## src/rtl/spim_xfer_if.sv

```systemverilog
// Command/handshake bundle between the SPI transaction sequencer (master) and the
// byte shift engine spim_xfer (slave).
interface spim_xfer_if;
  logic [1:0] boper;
  logic [1:0] bmode;
  logic [7:0] tbyte;
  logic [4:0] dummy;
  logic [7:0] rbyte;
  logic       bdone;

  modport master (
    output boper,
    output bmode,
    output tbyte,
    output dummy,
    input  rbyte,
    input  bdone
  );

  modport slave (
    input  boper,
    input  bmode,
    input  tbyte,
    input  dummy,
    output rbyte,
    output bdone
  );
endinterface

```

## src/rtl/spim_xfer.sv

```systemverilog
// SPI master byte shift engine: one write/read byte or a run of dummy clocks per command,
// single/dual/quad lanes. Optional SPIM_XFER_HOLDWP_EN keeps WP#/HOLD# (IO[3:2]) high.
module spim_xfer (
  input  logic       clk,
  input  logic       rst_n,
  input  logic       clr_n,
  input  logic [1:0] ckmod,
  input  logic [7:0] ckdiv,
  spim_xfer_if.slave cmd,
  output logic       spi_ck,
  input  logic [3:0] spi_di,
  output logic [3:0] spi_do,
  output logic [3:0] spi_oe
);

  localparam logic [1:0] StIdle  = 2'd0;
  localparam logic [1:0] StShift = 2'd1;
  localparam logic [1:0] StDummy = 2'd2;

  localparam logic [1:0] OpNone  = 2'd0;
  localparam logic [1:0] OpRead  = 2'd2;
  localparam logic [1:0] OpDummy = 2'd3;

`ifdef SPIM_XFER_HOLDWP_EN
  localparam logic [3:0] IdleLanes = 4'b1100;
`else
  localparam logic [3:0] IdleLanes = 4'b0000;
`endif

  // IO[3:2] belong to the data path only in quad mode.
  function automatic logic [3:0] wp_fix(input logic [1:0] m, input logic [3:0] v);
`ifdef SPIM_XFER_HOLDWP_EN
    return (m == 2'd3) ? v : {2'b11, v[1:0]};
`else
    return (m == 2'd3) ? v : {2'b00, v[1:0]};
`endif
  endfunction

  function automatic logic [3:0] beat_out(input logic [1:0] m, input logic rd,
                                          input logic [7:0] tx);
    logic [3:0] v;
    case (m)
      2'd3:    v = tx[7:4];
      2'd2:    v = {2'b00, tx[7:6]};
      default: v = {3'b000, tx[7]};
    endcase
    return rd ? 4'h0 : v;
  endfunction

  function automatic logic [7:0] tx_next(input logic [1:0] m, input logic [7:0] tx);
    case (m)
      2'd3:    return {tx[3:0], 4'h0};
      2'd2:    return {tx[5:0], 2'b00};
      default: return {tx[6:0], 1'b0};
    endcase
  endfunction

  function automatic logic [7:0] rx_next(input logic [1:0] m, input logic [7:0] rx,
                                         input logic [3:0] di);
    case (m)
      2'd3:    return {rx[3:0], di};
      2'd2:    return {rx[5:0], di[1:0]};
      default: return {rx[6:0], di[1]};
    endcase
  endfunction

  // Single-lane reads still drive IO0 low; dual/quad reads release every lane.
  function automatic logic [3:0] lane_oe(input logic [1:0] m, input logic rd);
    case (m)
      2'd3:    return rd ? 4'b0000 : 4'b1111;
      2'd2:    return rd ? 4'b0000 : 4'b0011;
      default: return 4'b0001;
    endcase
  endfunction

  function automatic logic [5:0] last_tog(input logic [1:0] m);
    case (m)
      2'd3:    return 6'd3;
      2'd2:    return 6'd7;
      default: return 6'd15;
    endcase
  endfunction

  logic [1:0] state_q, state_d;
  logic [7:0] hc_q, hc_d;
  logic [5:0] tog_q, tog_d;
  logic [5:0] last_q, last_d;
  logic       ck_q, ck_d;
  logic       cpha_q, cpha_d;
  logic [7:0] div_q, div_d;
  logic [1:0] mode_q, mode_d;
  logic       rd_q, rd_d;
  logic [7:0] tx_q, tx_d;
  logic [7:0] rx_q, rx_d;
  logic [7:0] rbyte_q, rbyte_d;
  logic [3:0] do_q, do_d;
  logic [3:0] oe_q, oe_d;
  logic       bdone_q, bdone_d;

  logic leading;
  logic is_last;
  logic acc_rd;

  assign leading = ~tog_q[0];
  assign is_last = (tog_q == last_q);
  assign acc_rd  = (cmd.boper == OpRead);

  always_comb begin
    state_d = state_q;
    hc_d    = hc_q;
    tog_d   = tog_q;
    last_d  = last_q;
    ck_d    = ck_q;
    cpha_d  = cpha_q;
    div_d   = div_q;
    mode_d  = mode_q;
    rd_d    = rd_q;
    tx_d    = tx_q;
    rx_d    = rx_q;
    rbyte_d = rbyte_q;
    do_d    = do_q;
    oe_d    = oe_q;
    bdone_d = 1'b0;

    case (state_q)
      StIdle: begin
        if (cmd.boper != OpNone) begin
          ck_d   = ckmod[1];
          cpha_d = ckmod[0];
          div_d  = ckdiv;
          hc_d   = ckdiv;
          mode_d = cmd.bmode;
          tog_d  = 6'd0;
          rd_d   = acc_rd;
          tx_d   = cmd.tbyte;
          do_d   = wp_fix(cmd.bmode, 4'h0);
          if (cmd.boper == OpDummy) begin
            last_d = {cmd.dummy, 1'b0} - 6'd1;
            oe_d   = wp_fix(cmd.bmode, 4'h0);
            if (cmd.dummy == 5'd0) begin
              bdone_d = 1'b1;
            end else begin
              state_d = StDummy;
            end
          end else begin
            state_d = StShift;
            last_d  = last_tog(cmd.bmode);
            oe_d    = wp_fix(cmd.bmode, lane_oe(cmd.bmode, acc_rd));
            // CPHA=0 presents the first beat before the first SCK edge.
            if (!ckmod[0]) begin
              do_d = wp_fix(cmd.bmode, beat_out(cmd.bmode, acc_rd, cmd.tbyte));
              tx_d = tx_next(cmd.bmode, cmd.tbyte);
            end
          end
        end
      end
      StShift, StDummy: begin
        if (hc_q != 8'd0) begin
          hc_d = hc_q - 8'd1;
        end else begin
          ck_d  = ~ck_q;
          hc_d  = div_q;
          tog_d = tog_q + 6'd1;
          if (state_q == StShift) begin
            if (leading ^ cpha_q) begin
              rx_d = rx_next(mode_q, rx_q, spi_di);
            end
            if (cpha_q ? leading : (!leading && !is_last)) begin
              do_d = wp_fix(mode_q, beat_out(mode_q, rd_q, tx_q));
              tx_d = tx_next(mode_q, tx_q);
            end
            if (is_last && rd_q) begin
              rbyte_d = rx_d;
            end
          end
          if (is_last) begin
            state_d = StIdle;
            bdone_d = 1'b1;
          end
        end
      end
      default: state_d = StIdle;
    endcase

    if (!clr_n) begin
      state_d = StIdle;
      ck_d    = ckmod[1];
      hc_d    = 8'd0;
      tog_d   = 6'd0;
      do_d    = IdleLanes;
      oe_d    = IdleLanes;
      rbyte_d = rbyte_q;
      bdone_d = 1'b0;
    end
  end

  always_ff @(posedge clk or negedge rst_n) begin
    if (!rst_n) begin
      state_q <= StIdle;
      hc_q    <= 8'd0;
      tog_q   <= 6'd0;
      last_q  <= 6'd0;
      ck_q    <= 1'b0;
      cpha_q  <= 1'b0;
      div_q   <= 8'd0;
      mode_q  <= 2'd0;
      rd_q    <= 1'b0;
      tx_q    <= 8'd0;
      rx_q    <= 8'd0;
      rbyte_q <= 8'd0;
      do_q    <= IdleLanes;
      oe_q    <= IdleLanes;
      bdone_q <= 1'b0;
    end else begin
      state_q <= state_d;
      hc_q    <= hc_d;
      tog_q   <= tog_d;
      last_q  <= last_d;
      ck_q    <= ck_d;
      cpha_q  <= cpha_d;
      div_q   <= div_d;
      mode_q  <= mode_d;
      rd_q    <= rd_d;
      tx_q    <= tx_d;
      rx_q    <= rx_d;
      rbyte_q <= rbyte_d;
      do_q    <= do_d;
      oe_q    <= oe_d;
      bdone_q <= bdone_d;
    end
  end

  assign spi_ck    = ck_q;
  assign spi_do    = do_q;
  assign spi_oe    = oe_q;
  assign cmd.rbyte = rbyte_q;
  assign cmd.bdone = bdone_q;

endmodule

```

## src/flat_wrapper.sv

```systemverilog
// flat-port wrapper written by rule: the top's interface ports become plain ports
module spim_xfer_flat 
  (clk, rst_n, clr_n, ckmod, ckdiv, spi_ck, spi_di, spi_do, spi_oe, cmd_boper, cmd_bmode, cmd_tbyte, cmd_dummy, cmd_rbyte, cmd_bdone);
  spim_xfer_if cmd_i ();
  input  logic clk;
  input  logic rst_n;
  input  logic clr_n;
  input  logic [1:0] ckmod;
  input  logic [7:0] ckdiv;
  output logic spi_ck;
  input  logic [3:0] spi_di;
  output logic [3:0] spi_do;
  output logic [3:0] spi_oe;
  input wire logic [$bits(cmd_i.boper)-1:0] cmd_boper;
  input wire logic [$bits(cmd_i.bmode)-1:0] cmd_bmode;
  input wire logic [$bits(cmd_i.tbyte)-1:0] cmd_tbyte;
  input wire logic [$bits(cmd_i.dummy)-1:0] cmd_dummy;
  output wire logic [$bits(cmd_i.rbyte)-1:0] cmd_rbyte;
  output wire logic [$bits(cmd_i.bdone)-1:0] cmd_bdone;
  assign cmd_i.boper = cmd_boper;
  assign cmd_i.bmode = cmd_bmode;
  assign cmd_i.tbyte = cmd_tbyte;
  assign cmd_i.dummy = cmd_dummy;
  assign cmd_rbyte = cmd_i.rbyte;
  assign cmd_bdone = cmd_i.bdone;
  spim_xfer u_core (.clk(clk), .rst_n(rst_n), .clr_n(clr_n), .ckmod(ckmod), .ckdiv(ckdiv), .cmd(cmd_i), .spi_ck(spi_ck), .spi_di(spi_di), .spi_do(spi_do), .spi_oe(spi_oe));
endmodule
```

## config.mk

```make
export PLATFORM = sky130hd
export DESIGN_NAME = spim_xfer_flat
export DESIGN_NICKNAME = d
export VERILOG_FILES = /design/src/rtl/spim_xfer_if.sv /design/src/rtl/spim_xfer.sv /design/src/flat_wrapper.sv
export SDC_FILE = /design/constraint.sdc
export NUM_CORES = 1
export LEC_CHECK = 0
export BUFFER_PORTS_ARGS = -buffer_cell sky130_fd_sc_hd__buf_2
export CAP_MARGIN = 40
export CORE_ASPECT_RATIO = 0.75
export CORE_MARGIN = 4
export CORE_UTILIZATION = 55
export DETAILED_ROUTE_END_ITERATION = 8
export GPL_TIMING_DRIVEN = 0
export PLACE_DENSITY = 0.76
export SLEW_MARGIN = 20
export SYNTH_ARGS = -nofsm -noshare
export SYNTH_HDL_FRONTEND = slang
export SYNTH_SLANG_ARGS = --single-unit
```

## constraint.sdc

```tcl
create_clock -name clk -period 3.1 [get_ports clk]
set_input_delay 0 -clock clk [delete_from_list [all_inputs] [get_ports clk]]
set_output_delay 0 -clock clk [all_outputs]
set_load 0.01 [all_outputs]
```

Word-level counts from Yosys, hierarchy flattened

Cells that the tools add are included.

Add/subtract/negate cells: 3
Eq/ne operators: 22
Multiplexer cells: 62
Bitwise gates (word level): 4
Reduce and logical (&&, ||, !) cells: 18

Operators with widths:

| kind                                                                     | count |
|---|---|
| 8-bit two-way mux                                                        | 10 |
| 8-bit case mux with 2 select lines                                       | 5 |
| 4-bit two-way mux                                                        | 17 |
| 4-bit case mux with 2 select lines                                       | 5 |
| 6-bit two-way mux                                                        | 4 |
| 5-bit AND reduction                                                      | 3 |
| 2-bit == test (second input constant)                                    | 7 |
| 2-bit two-way mux                                                        | 7 |
| 3-bit by 2-bit inequality test with 1-bit output (second input constant) | 4 |
| 6-bit case mux with 2 select lines                                       | 1 |
| 1-bit two-way mux                                                        | 10 |
| 2-bit by 1-bit inequality test with 1-bit output (second input constant) | 5 |
| 8-bit nonzero test                                                       | 1 |
| 8-bit by 1-bit subtractor with 8-bit output (second input constant)      | 1 |
| 6-bit by 1-bit adder with 6-bit output (second input constant)           | 1 |
| 6-bit == test                                                            | 1 |
| 2-bit AND reduction                                                      | 3 |
| 3-bit AND reduction                                                      | 2 |
| 6-bit by 1-bit subtractor with 6-bit output (second input constant)      | 1 |
| 5-bit logical NOT                                                        | 1 |
| 4-bit inequality test (second input constant)                            | 1 |
| 1-bit case mux with 2 select lines                                       | 2 |
| 2-bit case mux with 2 select lines                                       | 1 |
| 4-bit AND reduction                                                      | 1 |
| other kinds (11)                                                         | 15 |

Register bits after elaboration: 68
Input port bits: 34
Output and inout bits: 18
Word-level logic and storage cells: 124

Longest topological paths before layout

Gate-level depths: netlist (run 1).

Depth in word-level cells: 9
Depth in mapped cells: 9
Mapped depth without buffers: 7

Least setup slack after synthesis (run 1)

Ideal clock, no wire load.

Path type: reg2reg
Start point: reg u_core.hc_q[0]
End point: reg u_core.rbyte_q[0] (netlist: u_core.cmd.rbyte[0])
Arrival: 2.173 ns
Required time: 2.975 ns
Slack: 0.802 ns
Stages on the path, launching flop included: 7
Period minus slack after synthesis: 2.298 ns
Cell sequence: dfrtp_1 -> inv_1 -> ha_1 -> nor3b_1 -> nand2_2 -> nor4_4 -> mux2_4

Cells in the longest elaborated chain, start to end: 3

RTL lines:

| element                       | line             | text |
|---|---|---|
| from (decl)                   | spim_xfer.sv:85  | `logic [7:0] hc_q, hc_d;` |
| from (signal assigned)        | spim_xfer.sv:200 | `hc_q <= 8'd0;` |
| from (signal assigned)        | spim_xfer.sv:216 | `hc_q <= hc_d;` |
| 8-bit nonzero test            | spim_xfer.sv:158 | `if (hc_q != 8'd0) begin` |
| 1-bit inverter (no line)      | n/a              |  |
| 5-bit AND reduction (no line) | n/a              |  |
| to (signal assigned)          | spim_xfer.sv:226 | `rbyte_q <= rbyte_d;` |
| to (decl)                     | spim_xfer.sv:95  | `logic [7:0] rbyte_q, rbyte_d;` |

Every way passes these cells.
A chain may end at the register's enable or synchronous reset.

Worst setup path after layout (run 1)

Start point: reg u_core.hc_q[0]
End point: reg u_core.rbyte_q[1] (netlist: u_core.cmd.rbyte[1])

The elaborated chain is that of the path after synthesis.

==> results.ini, run 1 <==
[yosys]
ys.flop_type = dfrtp_1
syn_area_per_cell_sq_um = 9.44
syn_area_sq_mm = 0.00416
synthTopCellsByArea = dfrtp_1 40%, mux2i_1 6.5%, o21ai_0 3.9%, mux2_1 3.5%, mux2_2 3.5%
synth_common_cells = 67 x dfrtp_1, 37 x nand2_1, 32 x o21ai_0
yosysTopAreaCell = dfrtp_1
yosysWarnings = 0
synth_fa_ha_area_share_pct = 2.71
synth-simple-area-share_pct = 16.9
ys_async_sr_fraction_pct = 100
synth_xor_area_share_pct = 2.53
synth_top_area_share_pct = 40.3
synthesis.nets = 483
muxShareOfSynthArea_pct = 15.0
yosysUniqueCellTypes = 59
synth_edf_count = 0
ys_ff_latch = 67
yosysMostFrequentCell = dfrtp_1
synth_compound_area_share_pct = 18.2
ys_seq_area_share_pct = 40.3
syn_inst = 440
synth_top_family_by_area = compound AO/OA/AOI/OAI gates

[global_route]
grt_max_degree = 37
gr-total-overflow = 0
grt_pass1_vias = 3566
antenna_found_initial = 0
grt_first_pass_wirelength_mm = 18.2
grt_usage_pct = 25.5

[cells_and_area]
final_layout_size_suffix_gt1_share_pct = 18.3
fin_nets = 557
fillers = 602
antenna_cells = 0
areaGrowthSynthToFinish_pct = 16.5

[timing]
period_needed_ns = 2.77
finalSetupViolations = 0
finalHoldViolations = 0
slew_viol_final = 0
finalCritPeriodShare_pct = 89.2
fmax_mhz = 362
slew_headroom_pct = 41.0
rsz0062_at_grt = no
fin_tns_setup_ns = 0
worst_clock_skew_ns = 0.00934
setup_slack_ns = 0.334
worst_pin_slew_ns = 0.872
holdWs_ns = 0.0250

[placed_design]
dp_hpwl_mm = 8.01
preCtsSetupSlack_ns = 0.384
routabilityCongestion = 0.950
port_buffers = 50

[detailed_routing]
first_pass_iters = 5
drc = 0
via_per_inst = 6.05
dr.first_iter.drc_count = 313
wire_per_inst_microns = 17.6
wirelength_mm = 10.9
vias = 3747
antenna_left = 0

[worst_setup_path]
cpPeakStageDelay_ns = 0.78
worstPathCellList = inv_1 -> ha_1 -> nor3b_1 -> nand2_2 -> nor4_4 -> mux2_4
worstPathRequired_ns = 3.33
cp-start-kind = register
cp_slowest_cell = nor4_4
end_kind = register
path_class = reg -> reg
crit_fanout = 9
cp.arrival_ns = 3.00

[pwr]
total_power_mw = 4.09
ir_worst_vdd_v = 0.000524
p_leak_nw = 2.20
p_per_area_mw_per_mm2 = 846

[floorplanning]
io-pin-count = 52
num_rows = 27
core_area_sq_mm = 0.00733
initial_core_util_pct = 56.7
die_y_microns = 83.3
dieArea_sq_mm = 0.00902
die_w_microns = 108

[clock_network]
ctsHtreeMaxLevel = 3
clockBufferDepth = 2
clk_pin_slew_ns = 0.08
clkSinkCount = 67
insertion_delay_ns = 0.35
tritoncts = done
post_cts_resize_count = 0
postCtsSetupBuffers = 0
cts_root_buffer = clkbuf_8
cts_buffers = 9

[hold_path]
hp-class = in -> reg

[flow_run]
drv_cap = 0

[outcome]
status = completed

[placed cells by master (no fill, tap or decap), types with 3 or more instances in the layout]
cell type       n
mux2_2         13
dfrtp_1        67
a211oi_1       13
and3_1          3
ha_1            9
nand3b_1        6
mux2_4          4
mux2_1         13
a21boi_1        4
nand3_1        10
nand2b_1        8
nor2_1         31
buf_1           3
dlygate4sd3_1  12
nand2_1        37
inv_1          17
xor2_1          8
o21ai_0        32
nor4_4          3
clkinv_2        3
o31ai_1         3
clkbuf_1       21
mux2i_1        27
o211ai_1        7
a21oi_1        27
nor3_1          3
nor3b_1         4
a22o_1          3
o21ai_1        10
a31oi_1         7
xnor2_1         4
buf_2          50
clkbuf_8       10
and2_1          3
or3_1           5
[per-stage QoR]
step	cells	instance area [sq um]	util [%]
after floorplan	440	4160	-
after global placement	591	4530	61.8
after detailed placement	592	4550	62.1
after CTS	619	4840	66.1
after global routing	619	4840	66.1
final	619	4840	66.1
[registers in the layout (all words and copies together), names as in the netlist]
name,cells
u_core.spi_ck,1
u_core.spi_do,4
u_core.tx_q,8
u_core.cpha_q,1
u_core.state_q,2
u_core.cmd.rbyte,8
u_core.spi_oe,3
u_core.rx_q,8
u_core.last_q,6
u_core.div_q,8
u_core.cmd.bdone,1
u_core.tog_q,6
u_core.hc_q,8
u_core.mode_q,2
u_core.rd_q,1
[critical path: cells and delay by family (launching register included)]
kind | cells | cell delay, ns
DFF | 1 | 0.44
muxes | 1 | 0.36
adders and majority gates | 1 | 0.22
buffers and inverters | 1 | 0.10
and+or+nand+nor | 3 | 1.54
[cell type report]
class | count | area, sq um | share of cell area (%)
well taps | 101 | 126 | 2.61
flip-flops and latches | 67 | 1680 | 34.6
clock inverters | 5 | 30.0 | 0.620
clock buffers | 10 | 138 | 2.84
multi-input cells | 329 | 2300 | 47.5
plain buffers | 27 | 114 | 2.35
repair buffers | 63 | 393 | 8.11
inverters | 17 | 63.8 | 1.32
[report_power, final]
part | switching (mW) | internal [mW] | total, mW
logic | 1.21 | 0.822 | 2.03
clock network | 0.349 | 0.303 | 0.652
registers | 0.273 | 1.14 | 1.41
[cell families (layout without fill, tap and decap cells)]
logic type | count (synthesis) | after routing
XOR/XNOR | 12 | 12
multiplexers | 57 | 57
flip-flops | 67 | 67
AND/OR/NAND/NOR | 129 | 129
buffers and inverters | 44 | 122
adder cells (fa/ha/maj) | 9 | 9
AO/OA/AOI/OAI | 122 | 122
[what timing repair did]
action,4_1_cts,5_1_grt
hold buffers,12,0
hold endpoints to repair,85,0
endpoints found under the setup margin,0,0
[worst paths after layout]
| check | start | to | slack (ns) | cells after the start |
|---|---|---|---|---|
| max | u_core.hc_q[0]$_DFFE_PN0P_ | u_core.cmd.rbyte[1]$_DFFE_PN0P_ | 0.33 | 6 |
| min | cmd_boper[0] | u_core.rd_q$_DFFE_PN0P_ | 0.03 | 2 |
| max reg2reg | u_core.hc_q[0]$_DFFE_PN0P_ | u_core.cmd.rbyte[1]$_DFFE_PN0P_ | 0.33 | 6 |
| min reg2reg | u_core.rx_q[7]$_DFFE_PN0P_ | u_core.rx_q[7]$_DFFE_PN0P_ | 0.50 | 1 |
| max in group asynchronous | rst_n | u_core.div_q[1]$_DFFE_PN0P_ | 2.42 | 3 |
| min in group asynchronous | rst_n | u_core.cmd.rbyte[6]$_DFFE_PN0P_ | 0.13 | 2 |
[per-layer routing]
layer / GRT usage, % / routed length, microns / vias to the layer above / part of all wire (%)
li1: - / - / 1741 / -
met5: 0 / 0 / - / 0
met1: 39.4 / 5340 / 1831 / 49
met4: 5.62 / 163 / 0 / 1.5
met3: 4.58 / 707 / 20 / 6.5
met2: 37.1 / 4690 / 155 / 43
No activity file was read; power rests on OpenSTA's default activity.
==> run 2, diff against run 1 <==
--- a/config.mk
+++ b/config.mk
@@ -5,14 +5,14 @@
 export SDC_FILE = /design/constraint.sdc
 export NUM_CORES = 1
 export LEC_CHECK = 0
-export BUFFER_PORTS_ARGS = -buffer_cell sky130_fd_sc_hd__buf_2
+export BUFFER_PORTS_ARGS = -buffer_cell sky130_fd_sc_hd__clkbuf_2
 export CAP_MARGIN = 40
 export CORE_ASPECT_RATIO = 0.75
 export CORE_MARGIN = 4
-export CORE_UTILIZATION = 55
+export CORE_UTILIZATION = 59
 export DETAILED_ROUTE_END_ITERATION = 8
 export GPL_TIMING_DRIVEN = 0
-export PLACE_DENSITY = 0.76
+export PLACE_DENSITY = 0.81
 export SLEW_MARGIN = 20
 export SYNTH_ARGS = -nofsm -noshare
 export SYNTH_HDL_FRONTEND = slang
==> run 2 against run 1 <==
Compared with the run above:
- utilization is 5.4 points higher
- combinational power hardly changed
- final cell count is 2.4% lower
- highest routed layer unchanged
- count of clock-buffer cells in the layout is 1 lower
- largest cell class unchanged
- critical path depth stayed put
- routed wire length is 1.6% lower
- non-clock buffer count is 1 higher
==> results.ini, run 2 (synthesized netlist as in run 1, its figures left out) <==
[global_route]
grt_first_pass_wirelength_mm = 17.9  ; was 18.2 mm
gr-total-overflow = 0  ; unchanged
grt_pass1_vias = 3679  ; was 3566
grt_max_degree = 41  ; was 37
antenna_found_initial = 0  ; unchanged
grt_usage_pct = 27.0  ; was 25.5%

[clock_network]
insertion_delay_ns = 0.36  ; was 0.35 ns
clkSinkCount = 67  ; unchanged
cts_root_buffer = clkbuf_8  ; unchanged
tritoncts = done  ; unchanged
postCtsSetupBuffers = 0  ; unchanged
clk_pin_slew_ns = 0.08  ; about the same
ctsHtreeMaxLevel = 3  ; unchanged
post_cts_resize_count = 0  ; unchanged
cts_buffers = 9  ; unchanged
clockBufferDepth = 2  ; unchanged

[cells_and_area]
fin_nets = 558  ; was 557
areaGrowthSynthToFinish_pct = 17.5  ; was 16.5%
final_cell_mix = 67 x dfrtp_1, 50 x clkbuf_2, 37 x nand2_1  ; was 67 x dfrtp_1, 50 x buf_2, 37 x nand2_1
multi_input_area_sq_mm = 0.00230  ; unchanged
final_layout_size_suffix_gt1_share_pct = 18.7  ; was 18.3%
final-seq-area_sq_mm = 0.00168  ; unchanged
layout_commonest_cell = dfrtp_1  ; unchanged
antenna_cells = 0  ; unchanged
fillers = 540  ; was 602

[worst_setup_path]
path_delay_family = simple AND/OR/NAND/NOR gates  ; unchanged
crit_fanout = 9  ; unchanged
cp.arrival_ns = 3.12  ; was 3.00 ns
path_class = reg -> reg  ; unchanged
cp-startpoint = u_core.hc_q[0]$_DFFE_PN0P_  ; unchanged
rr_endpoint = u_core.cmd.rbyte[1]$_DFFE_PN0P_  ; unchanged
reg2regPathDepth = 6  ; unchanged
end_kind = register  ; unchanged
crit_path_end = u_core.cmd.rbyte[1]$_DFFE_PN0P_  ; unchanged
cp.depth = 6  ; unchanged
cpPeakStageDelay_ns = 0.75  ; was 0.78 ns
r2r_setup_slack_ns = 0.23  ; was 0.33 ns
crit_buf_inv = 1  ; unchanged
r2r-start = u_core.hc_q[0]$_DFFE_PN0P_  ; unchanged
cp-start-kind = register  ; unchanged
worstPathCellList = inv_1 -> ha_1 -> nor3b_1 -> nand2_2 -> nor4_4 -> mux2_4  ; unchanged
worstPathRequired_ns = 3.35  ; was 3.33 ns
cp_slowest_cell = nor4_4  ; unchanged

[timing]
finalSetupViolations = 0  ; unchanged
fin_tns_setup_ns = 0  ; unchanged
slew_headroom_pct = 44.7  ; was 41.0%
slew_viol_final = 0  ; unchanged
worst_pin_slew_ns = 0.824  ; was 0.872 ns
finalHoldViolations = 0  ; unchanged
rsz0062_at_grt = no  ; unchanged
worst_clock_skew_ns = 0.0101  ; was 0.00934 ns
holdWs_ns = 0.0163  ; was 0.0250 ns
period_needed_ns = 2.87  ; was 2.77 ns
finalCritPeriodShare_pct = 92.6  ; was 89.2%
fmax_mhz = 348  ; was 362 MHz

[floorplanning]
core_area_sq_mm = 0.00683  ; was 0.00733 sq mm
dieArea_sq_mm = 0.00846  ; was 0.00902 sq mm
initial_core_util_pct = 60.8  ; was 56.7%
die_y_microns = 80.7  ; was 83.3 microns
num_rows = 26  ; was 27
io-pin-count = 52  ; unchanged
die_w_microns = 105  ; was 108 microns

[detailed_routing]
antenna_left = 0  ; unchanged
wirelength_mm = 10.7  ; was 10.9 mm
dr.first_iter.drc_count = 285  ; was 313
drc = 0  ; unchanged
via_per_inst = 6.19  ; was 6.05
wire_per_inst_microns = 17.8  ; was 17.6 microns
vias = 3740  ; was 3747
first_pass_iters = 5  ; unchanged

[outcome]
status = completed  ; unchanged

[placed_design]
routabilityCongestion = 0.936  ; was 0.950
dp_hpwl_mm = 7.63  ; was 8.01 mm
port_buffers = 50  ; unchanged

[pwr]
internal_power_mw = 2.42  ; was 2.26 mW
p_leak_nw = 2.23  ; was 2.20 nW
power.switching_mw = 1.85  ; was 1.83 mW
pwr-share-seq_pct = 33.1  ; was 34.5%
ir_worst_vdd_v = 0.000458  ; was 0.000524 V
p_clk_share_pct = 19.5  ; was 15.9%
p_per_area_mw_per_mm2 = 875  ; was 846 mW/mm^2
comb_power_share_pct = 47.4  ; was 49.6%
switching_share_pct = 43.4  ; was 44.7%

[hold_path]
hp-class = in -> reg  ; unchanged

[flow_run]
drv_cap = 0  ; unchanged

[run 2: cell count changes in the layout (fill, tap and decap cells not counted), sizes merged]
cell and delta:
buf -50, bufinv +2, clkbuf +50, clkinvlp -2, inv +2
[run 2: tightest hold or removal path, delay by kind of cell]
family	cells	cell delay, ns
AOI/OAI and AO/OA	1	0.08
buffers and inverters	1	0.14
and+or+nand+nor	1	0.11
[run 2: area by class of cell]
| type | count | share of cell area, % |
|---|---|---|
| clock inverters | 7 | 2.05 |
| flip-flops and latches | 67 | 34.3 |
| plain buffers | 27 | 2.33 |
| inverters | 17 | 1.31 |
| well taps | 84 | 2.15 |
| multi-input cells | 329 | 47.1 |
| clock buffers | 9 | 2.54 |
| repair buffers | 64 | 8.15 |
[run 2: stage by stage]
step                      total power, mW  area (sq um)  setup WS [ns]  cells  utilization (%)
final                                4.27          4880          0.229    604             71.5
after global routing                 4.54          4880         0.0476    604             71.5
after CTS                            4.24          4880          0.251    603             71.4
after detailed placement             3.37          4530          0.261    575             66.4
after global placement               3.28          4510          0.303    574             66.0
after floorplan                      2.83          4160          0.802    440                -
[run 2: worst min-delay path by stage]
| stage | end | cells past startpoint | slack [ns] | from |
|---|---|---|---|---|
| 2_1_floorplan | u_core.cmd.bdone$_DFF_PN0_ | 0 | -0.30 | rst_n |
| 3_3_place_gp | u_core.last_q[1]$_DFFE_PN0P_ | 2 | 0.24 | cmd_dummy[0] |
| 3_5_place_dp | u_core.tog_q[4]$_DFFE_PN0P_ | 1 | -0.01 | rst_n |
| 4_1_cts | u_core.state_q[0]$_DFFE_PN0P_ | 3 | 0.01 | clr_n |
| 5_1_grt | u_core.state_q[0]$_DFFE_PN0P_ | 3 | 0.03 | clr_n |
| 6_report | u_core.state_q[0]$_DFFE_PN0P_ | 3 | 0.02 | clr_n |
[run 2: metal layers]
metal / GRT usage (%) / wire length [microns] / vias to the layer above
met5: 0 / 0 / -
met4: 7.86 / 151 / 0
met3: 6.51 / 795 / 18
met2: 41.5 / 4820 / 160
met1: 38.1 / 4960 / 1823
li1: - / - / 1739
[run 2: power by group through the flow]
stage / Combinational [mW] / Clock, mW / Sequential [mW]
after floorplan: 1.49 / 0 / 1.35
final: 2.03 / 0.833 / 1.41
after global routing: 2.22 / 0.881 / 1.44
after CTS: 1.99 / 0.847 / 1.40
after global placement: 1.89 / 0 / 1.39
after detailed placement: 1.96 / 0 / 1.41
[run 2: repair_timing]
| item | 4_1_cts | 5_1_grt |
|---|---|---|
| hold buffers | 12 | 0 |
| endpoints found under the setup margin | 0 | 1 |
| hold endpoints to repair | 85 | 0 |
